[src/rtl/rq_gearbox_param.sv]
// RQ gearbox: merges a 128-bit request descriptor with a payload stream, shifting
// payload up by four DWs so the header fills the low DWs of the first output beat.
module rq_gearbox_param #(
  parameter int unsigned DATA_WIDTH = 256,
  parameter int unsigned USER_WIDTH = 60,
  parameter int unsigned FBE_LSB    = 0,
  parameter int unsigned LBE_LSB    = 4,
  localparam int unsigned KDW       = DATA_WIDTH / 32
) (
  input  logic                  clk,
  input  logic                  rst,
  input  logic [127:0]          rq_descriptor,
  input  logic [DATA_WIDTH-1:0] rq_payload,
  input  logic [10:0]           rq_payload_dw_count,
  input  logic                  rq_payload_sop,
  input  logic                  rq_payload_last,
  input  logic                  rq_valid,
  output logic                  rq_ready,
  output logic [DATA_WIDTH-1:0] s_axis_rq_tdata,
  output logic [KDW-1:0]        s_axis_rq_tkeep,
  output logic [USER_WIDTH-1:0] s_axis_rq_tuser,
  output logic                  s_axis_rq_tlast,
  output logic                  s_axis_rq_tvalid,
  input  logic                  s_axis_rq_tready,
  output logic                  rq_len_err
);

  localparam logic [1:0] ST_IDLE  = 2'd0;
  localparam logic [1:0] ST_BODY  = 2'd1;
  localparam logic [1:0] ST_FLUSH = 2'd2;
  localparam logic [1:0] ST_DROP  = 2'd3;

  localparam int unsigned KLOG     = $clog2(KDW);
  localparam logic [10:0] KMASK    = 11'(KDW - 1);
  localparam logic [10:0] FLUSH_TH = 11'(KDW - 4);
  localparam logic [KDW-1:0] HDR_KEEP = {{(KDW-4){1'b0}}, 4'hF};

  logic [1:0]            r_state;
  logic [127:0]          r_saver;
  logic [10:0]           r_n;
  logic [10:0]           r_cnt;
  logic                  r_drop_pend;
  logic [DATA_WIDTH-1:0] r_tdata;
  logic [KDW-1:0]        r_tkeep;
  logic [USER_WIDTH-1:0] r_tuser;
  logic                  r_tlast;
  logic                  r_tvalid;
  logic                  r_len_err;

  logic                  w_ld;
  logic                  w_idle;
  logic                  w_n_big;
  logic [10:0]           w_n_in;
  logic [10:0]           w_n;
  logic [10:0]           w_e;
  logic [10:0]           w_tail_r;
  logic [KDW-1:0]        w_tail_keep;
  logic                  w_need_flush;
  logic [10:0]           w_cnt;
  logic                  w_at_e;
  logic                  w_end;
  logic                  w_short;
  logic                  w_over;
  logic                  w_err;
  logic                  w_hdr_only;
  logic [USER_WIDTH-1:0] w_first_user;
  logic [DATA_WIDTH-1:0] w_beat_data;
  logic [KDW-1:0]        w_beat_keep;
  logic                  w_beat_last;
  logic [1:0]            w_end_state;

  assign w_ld     = !r_tvalid || s_axis_rq_tready;
  assign rq_ready = w_ld && (r_state != ST_FLUSH);
  assign w_idle   = (r_state == ST_IDLE);

  assign w_n_big  = rq_payload_dw_count > 11'd1024;
  assign w_n_in   = w_n_big ? 11'd1024 : rq_payload_dw_count;
  assign w_n      = w_idle ? w_n_in : r_n;
  assign w_e      = (w_n + KMASK) >> KLOG;

  // The last data beat spills into a flush beat when its top four DWs are occupied.
  assign w_need_flush = ((w_n - 11'd1) & KMASK) >= FLUSH_TH;
  assign w_tail_r     = (w_n + 11'd4) & KMASK;

  always_comb begin
    w_tail_keep = '0;
    for (int unsigned i = 0; i < KDW; i++) begin
      w_tail_keep[i] = (w_tail_r == 11'd0) || (11'(i) < w_tail_r);
    end
  end

  assign w_cnt   = w_idle ? 11'd1 : r_cnt + 11'd1;
  assign w_at_e  = w_cnt >= w_e;
  assign w_end   = w_at_e || rq_payload_last;
  assign w_short = rq_payload_last && !w_at_e;
  assign w_over  = w_at_e && !rq_payload_last;
  assign w_err   = w_short || w_over || (w_idle ? w_n_big : rq_payload_sop);

  assign w_hdr_only = (rq_descriptor[78:75] == 4'b0000) ||
                      (rq_descriptor[78:75] == 4'b0010) ||
                      (rq_payload_dw_count == 11'd0);

  always_comb begin
    w_first_user = '0;
    w_first_user[FBE_LSB +: 4] = rq_descriptor[111:108];
    w_first_user[LBE_LSB +: 4] = (rq_payload_dw_count == 11'd1) ? 4'h0 : rq_descriptor[107:104];
  end

  assign w_beat_data = {rq_payload[DATA_WIDTH-129:0], (w_idle ? rq_descriptor : r_saver)};
  assign w_beat_last = w_end && !w_need_flush;
  assign w_beat_keep = w_beat_last ? w_tail_keep : '1;
  assign w_end_state = w_need_flush ? ST_FLUSH : (w_over ? ST_DROP : ST_IDLE);

  always_ff @(posedge clk) begin
    if (rst) begin
      r_state     <= ST_IDLE;
      r_saver     <= '0;
      r_n         <= '0;
      r_cnt       <= '0;
      r_drop_pend <= 1'b0;
      r_tdata     <= '0;
      r_tkeep     <= '0;
      r_tuser     <= '0;
      r_tlast     <= 1'b0;
      r_tvalid    <= 1'b0;
      r_len_err   <= 1'b0;
    end else if (w_ld) begin
      r_tvalid <= 1'b0;
      case (r_state)
        ST_IDLE, ST_BODY: begin
          if (rq_valid) begin
            if (w_idle && !rq_payload_sop) begin
              r_len_err <= 1'b1;
            end else if (w_idle && w_hdr_only) begin
              r_tvalid <= 1'b1;
              r_tdata  <= {{(DATA_WIDTH-128){1'b0}}, rq_descriptor};
              r_tkeep  <= HDR_KEEP;
              r_tuser  <= w_first_user;
              r_tlast  <= 1'b1;
            end else begin
              r_tvalid    <= 1'b1;
              r_tdata     <= w_beat_data;
              r_tkeep     <= w_beat_keep;
              r_tuser     <= w_idle ? w_first_user : '0;
              r_tlast     <= w_beat_last;
              r_saver     <= rq_payload[DATA_WIDTH-1 -: 128];
              r_cnt       <= w_cnt;
              r_state     <= w_end ? w_end_state : ST_BODY;
              // A missing last still needs the flush beat before dropping the excess.
              r_drop_pend <= w_end && w_need_flush && w_over;
              if (w_idle) r_n <= w_n_in;
              if (w_err) r_len_err <= 1'b1;
            end
          end
        end
        ST_FLUSH: begin
          r_tvalid    <= 1'b1;
          r_tdata     <= {{(DATA_WIDTH-128){1'b0}}, r_saver};
          r_tkeep     <= w_tail_keep;
          r_tuser     <= '0;
          r_tlast     <= 1'b1;
          r_state     <= r_drop_pend ? ST_DROP : ST_IDLE;
          r_drop_pend <= 1'b0;
        end
        default: begin
          if (rq_valid && rq_payload_last) r_state <= ST_IDLE;
        end
      endcase
    end
  end

  assign s_axis_rq_tdata  = r_tdata;
  assign s_axis_rq_tkeep  = r_tkeep;
  assign s_axis_rq_tuser  = r_tuser;
  assign s_axis_rq_tlast  = r_tlast;
  assign s_axis_rq_tvalid = r_tvalid;
  assign rq_len_err       = r_len_err;

endmodule

[config.mk]
export PLATFORM = sky130hd
export DESIGN_NAME = rq_gearbox_param
export DESIGN_NICKNAME = d
export VERILOG_FILES = /design/src/rtl/rq_gearbox_param.sv
export SDC_FILE = /design/constraint.sdc
export NUM_CORES = 1
export LEC_CHECK = 0
export CORE_AREA = 2 2 285 287
export DETAILED_ROUTE_END_ITERATION = 7
export DIE_AREA = 0 0 287 289
export GPL_TIMING_DRIVEN = 1
export SLEW_MARGIN = 30
export SYNTH_ARGS = -nofsm -noshare
export SYNTH_HDL_FRONTEND = slang
export SYNTH_SLANG_ARGS = --single-unit
[constraint.sdc]
create_clock -name clk -period 3.7 [get_ports clk]
set_input_delay 0.555 -clock clk [delete_from_list [all_inputs] [get_ports clk]]
set_output_delay 0.555 -clock clk [all_outputs]
set_load 0.03 [all_outputs]
==> results.md <==
* Clock skew at 0.02863 ns
* Die width at 287 um
* Worst hold path class: input pin to flop
* Setup slack after placement at -0.7705 ns
* Sequential cell area at 0.008571 mm2
* Count of input and output buffers at 676
* Xor/xnor share of the synthesized area at 0.004607
* Number of enable-type register cells in the synthesized netlist at 0
* Share of flip-flops with an asynchronous set or reset after synthesis at 0
* Initial DRC count at 933
* Most frequent cell after synthesis: nand2_1
* All-Layer GR Usage at 0.1613
* Maximum number of pins on one net before global-route repair at 165
* Most instantiated flip-flop cell in the synthesis netlist: dfxtp_1
* Setup repair after global routing missed its margin: true
* Largest family of logic cells by synthesized area: simple AND/OR/NAND/NOR gates
* CTS H-Tree Depth at 2
* Worst VDD drop at 0.0003656 V
* Boundary pin count at 729
* Area share of the largest cell type after synthesis at 0.5007
* Post-Synth Adder-Cell Area at 0.008043
* Core Box Area at 0.07990 mm2
* Number of clock sinks at 428
* Effective utilization at floorplan at 0.2142
* Synth top area cells: dfxtp_1 (50%), nand2_1 (12%), a311oi_1 (6.9%), nor2_1 (6.3%), a22oi_1 (5.7%)
* Num CTS Buffers at 52
* Share of cell area taken by muxes after synthesis at 0.004753
* Max Cap Violations at 0
* Final-layout fill cell count at 8445
* Yosys top cell by area: dfxtp_1
* Worst slew pin tran at 0.9431 ns
* Critical path required time at 4.18 ns
* Seq/Total Area, Yosys at 0.5007
* Slowest cell on the critical path: a2111o_1
* CP startpoint kind: flop
* Final critical delay including setup and external delays at 3.602 ns
* Critical path's largest stage delay at 0.48 ns
* Power Density at 615.8 mW/mm2
* Post-synth cell types at 56
* Run status: completed
* Tcrit/Tclk final at 0.9736
* Via count of the routed design at 17148
* Overall die height at 289 um
* Mean Syn Cell Area at 8.129 um2
* Critical path fanouts, max at 4
* Post-route antenna net violation count at 0
* Via count of the first global-routing pass at 16316
* Global-route congestion overflow total at 0
* Area growth from synthesis to layout at 56.54%
* Count of yosys warnings during synthesis at 0
* Post-synthesis register bit count at 428
* Buffer cell driving the clock tree root: clkbuf_16
* Peak clock frequency supported by timing at 277.6 MHz
* Count of nets after finishing at 3143
* Family of cells with the greatest summed delay on the critical path: compound AO/OA/AOI/OAI gates
* Vias per cell at 4.463
* Weighted congestion at the end of routability-driven global placement at 0.8143
* Slack of the worst reg-to-reg path at 0.1 ns
* Critical Path Sink Type: flop
* Critical path start-end classification: flop to flop
* First-pass DRT Iterations at 6
* Floorplan row count at 104
* Hold Violations, Final at 0
* Initial antenna violation count at 14
* Average routed wire per standard cell at 18.50 um
* Clock transition at the registers of the reported paths at 0.06 ns
* Die area at 0.08294 mm2
* Worst max-slew margin expressed relative to the limit at 0.3713
* Most common library cells after synthesis: nand2_1 (560), dfxtp_1 (428), nor2_1 (286)
* Leakage power of the design at 9.751 nW
* Min setup slack post-route at 0.09768 ns
* Cell Area, Synth at 0.01711 mm2
* Wire length after detailed routing at 71080 um
* Clock tree from TritonCTS: built
* Final Max Tran Viols at 0
* Multi-input logic area at 0.007636 mm2
* Post-route total power at 0.01650 W
* Synth Area in Simple Gates at 0.2142
* First-pass GRT wire length at 103000 um
* Clock latency on the worst-skew pair at 0.61 ns
* Compound-cell area share of the yosys netlist at 0.1992
* Cell Chain, Critical Path: or2_4 -> a21o_1 -> a2111o_1 -> o31a_1 -> nand2_1 -> ha_1 -> a211oi_1 -> nor2_1 -> o31ai_2 -> nand2_1 -> or3_1 -> ha_1 -> o21ai_0 -> a21oi_1 -> o22ai_1
* Ratio of cells with drive above 1 in the final layout at 0.06457
* Sum of buffers and inverters on the critical path at 0
* Data arrival time at the worst-slack endpoint at 4.08 ns
* Number of remaining DRC errors at 0
* Setup violators final at 0
* Cells after synthesis at 2105
* Maximum number of buffers from clock root to sink at 3
* HPWL after detailed placement at 50500 um
==> worst register-to-register path, stage by stage, from the launching register on <==
cell      delay, ns
dfxtp_2        0.35
or2_4          0.25
a21o_1         0.17
a2111o_1       0.48
o31a_1         0.32
nand2_1        0.08
ha_1           0.24
a211oi_1       0.20
nor2_1         0.09
o31ai_2        0.28
nand2_1        0.09
or3_1          0.33
ha_1           0.27
o21ai_0        0.08
a21oi_1        0.15
o22ai_1        0.09
==> repair_timing <==
item                                    in CTS  in global routing
setup buffers                                0                  1
hold buffers                                 0                  0
pin swaps                                    1                  6
resized for setup                            5                  6
endpoints found under the setup margin       6                  7
==> state kept, by name, indices dropped and copies added (netlist names) <==
register and cells:
r_drop_pend 1, r_saver 128, r_cnt 11, s_axis_rq_tlast 1, r_n 11, s_axis_rq_tkeep 8
r_state 2, rq_len_err 1, s_axis_rq_tuser 8, s_axis_rq_tdata 256, s_axis_rq_tvalid 1
==> worst paths after layout <==
| path | start | end | depth (start not counted) |
|---|---|---|---|
| max | r_state[1] | rq_len_err | 15 |
| max reg2reg | r_state[1] | rq_len_err | 15 |
| min | rst | s_axis_rq_tdata[188] | 2 |
| min reg2reg | s_axis_rq_tuser[5] | s_axis_rq_tuser[5] | 2 |
==> power breakdown <==
part / internal [W] / total (W) / switching, W
combinational: 0.00217 / 0.00564 / 0.00347
clock: 0.00294 / 0.00515 / 0.00220
sequential: 0.00531 / 0.00571 / 0.000402
total: 0.0104 / 0.0165 / 0.00608
==> logic make-up (layout without fill, tap and decap cells) <==
logic type / Yosys count / after routing
adders and majority gates: 11 / 11
muxes: 8 / 8
and+or+nand+nor: 926 / 926
xor gates and xnor gates: 9 / 9
buffers and inverters: 237 / 853
DFF: 428 / 428
AOI/OAI and AO/OA: 485 / 485
other: 1 / 62
==> per-stage QoR <==
stage | area [um2] | instances | hold WS [ns] | util | setup TNS (ns)
after floorplan | 17300 | 2156 | 0.4312 | - | 0
after global placement | 25000 | 3736 | 0.4402 | 0.3129 | -4.105
after detailed placement | 25010 | 3736 | 0.4441 | 0.3130 | -5.202
after CTS | 26730 | 3831 | 0.3768 | 0.3346 | 0
after global routing | 26780 | 3840 | 0.4017 | 0.3352 | -0.3004
final | 26790 | 3842 | 0.3979 | 0.3353 | 0
==> layout by cell type (no fill, tap or decap), drive strengths merged, types with 3 or more instances in the layout <==
master,synthesis,layout
inv,7,12
a311oi,134,134
nor3,6,6
clkinv,0,14
a22oi,129,129
o2111ai,4,4
ha,11,11
clkinvlp,0,5
diode,0,10
nand3,22,22
dfxtp,428,428
a21oi,167,167
buf,111,76
nand2b,3,3
nor4,7,7
and2,5,5
nor2,287,287
clkbuf,119,69
and4,3,3
nand3b,3,3
xnor2,5,5
nand4,11,11
clkdlybuf4s50,0,675
and3,3,3
o21ai,20,20
nand2,560,560
mux2i,7,7
conb,1,52
o31a,3,3
xor2,4,4
or3,9,9
a211oi,5,5
==> final cells by class <==
class | instances | area share
clock buffer | 69 | 0.05470
clock inverter | 26 | 0.009249
multi-input combinational | 1491 | 0.2851
antenna | 10 | 0.0009342
timing repair buffer | 751 | 0.2796
tap | 1060 | 0.04951
inverter | 7 | 0.0009809
sequential | 428 | 0.3200
==> per-layer routing <==
metal,vias up,global-route usage,part of all wire
met2,507,0.2531,0.46
met1,8088,0.2070,0.43
met5,-,0,0.00069
li1,8428,-,-
met4,6,0.06615,0.034
met3,119,0.04709,0.071
(Power assumes the default switching activity.)
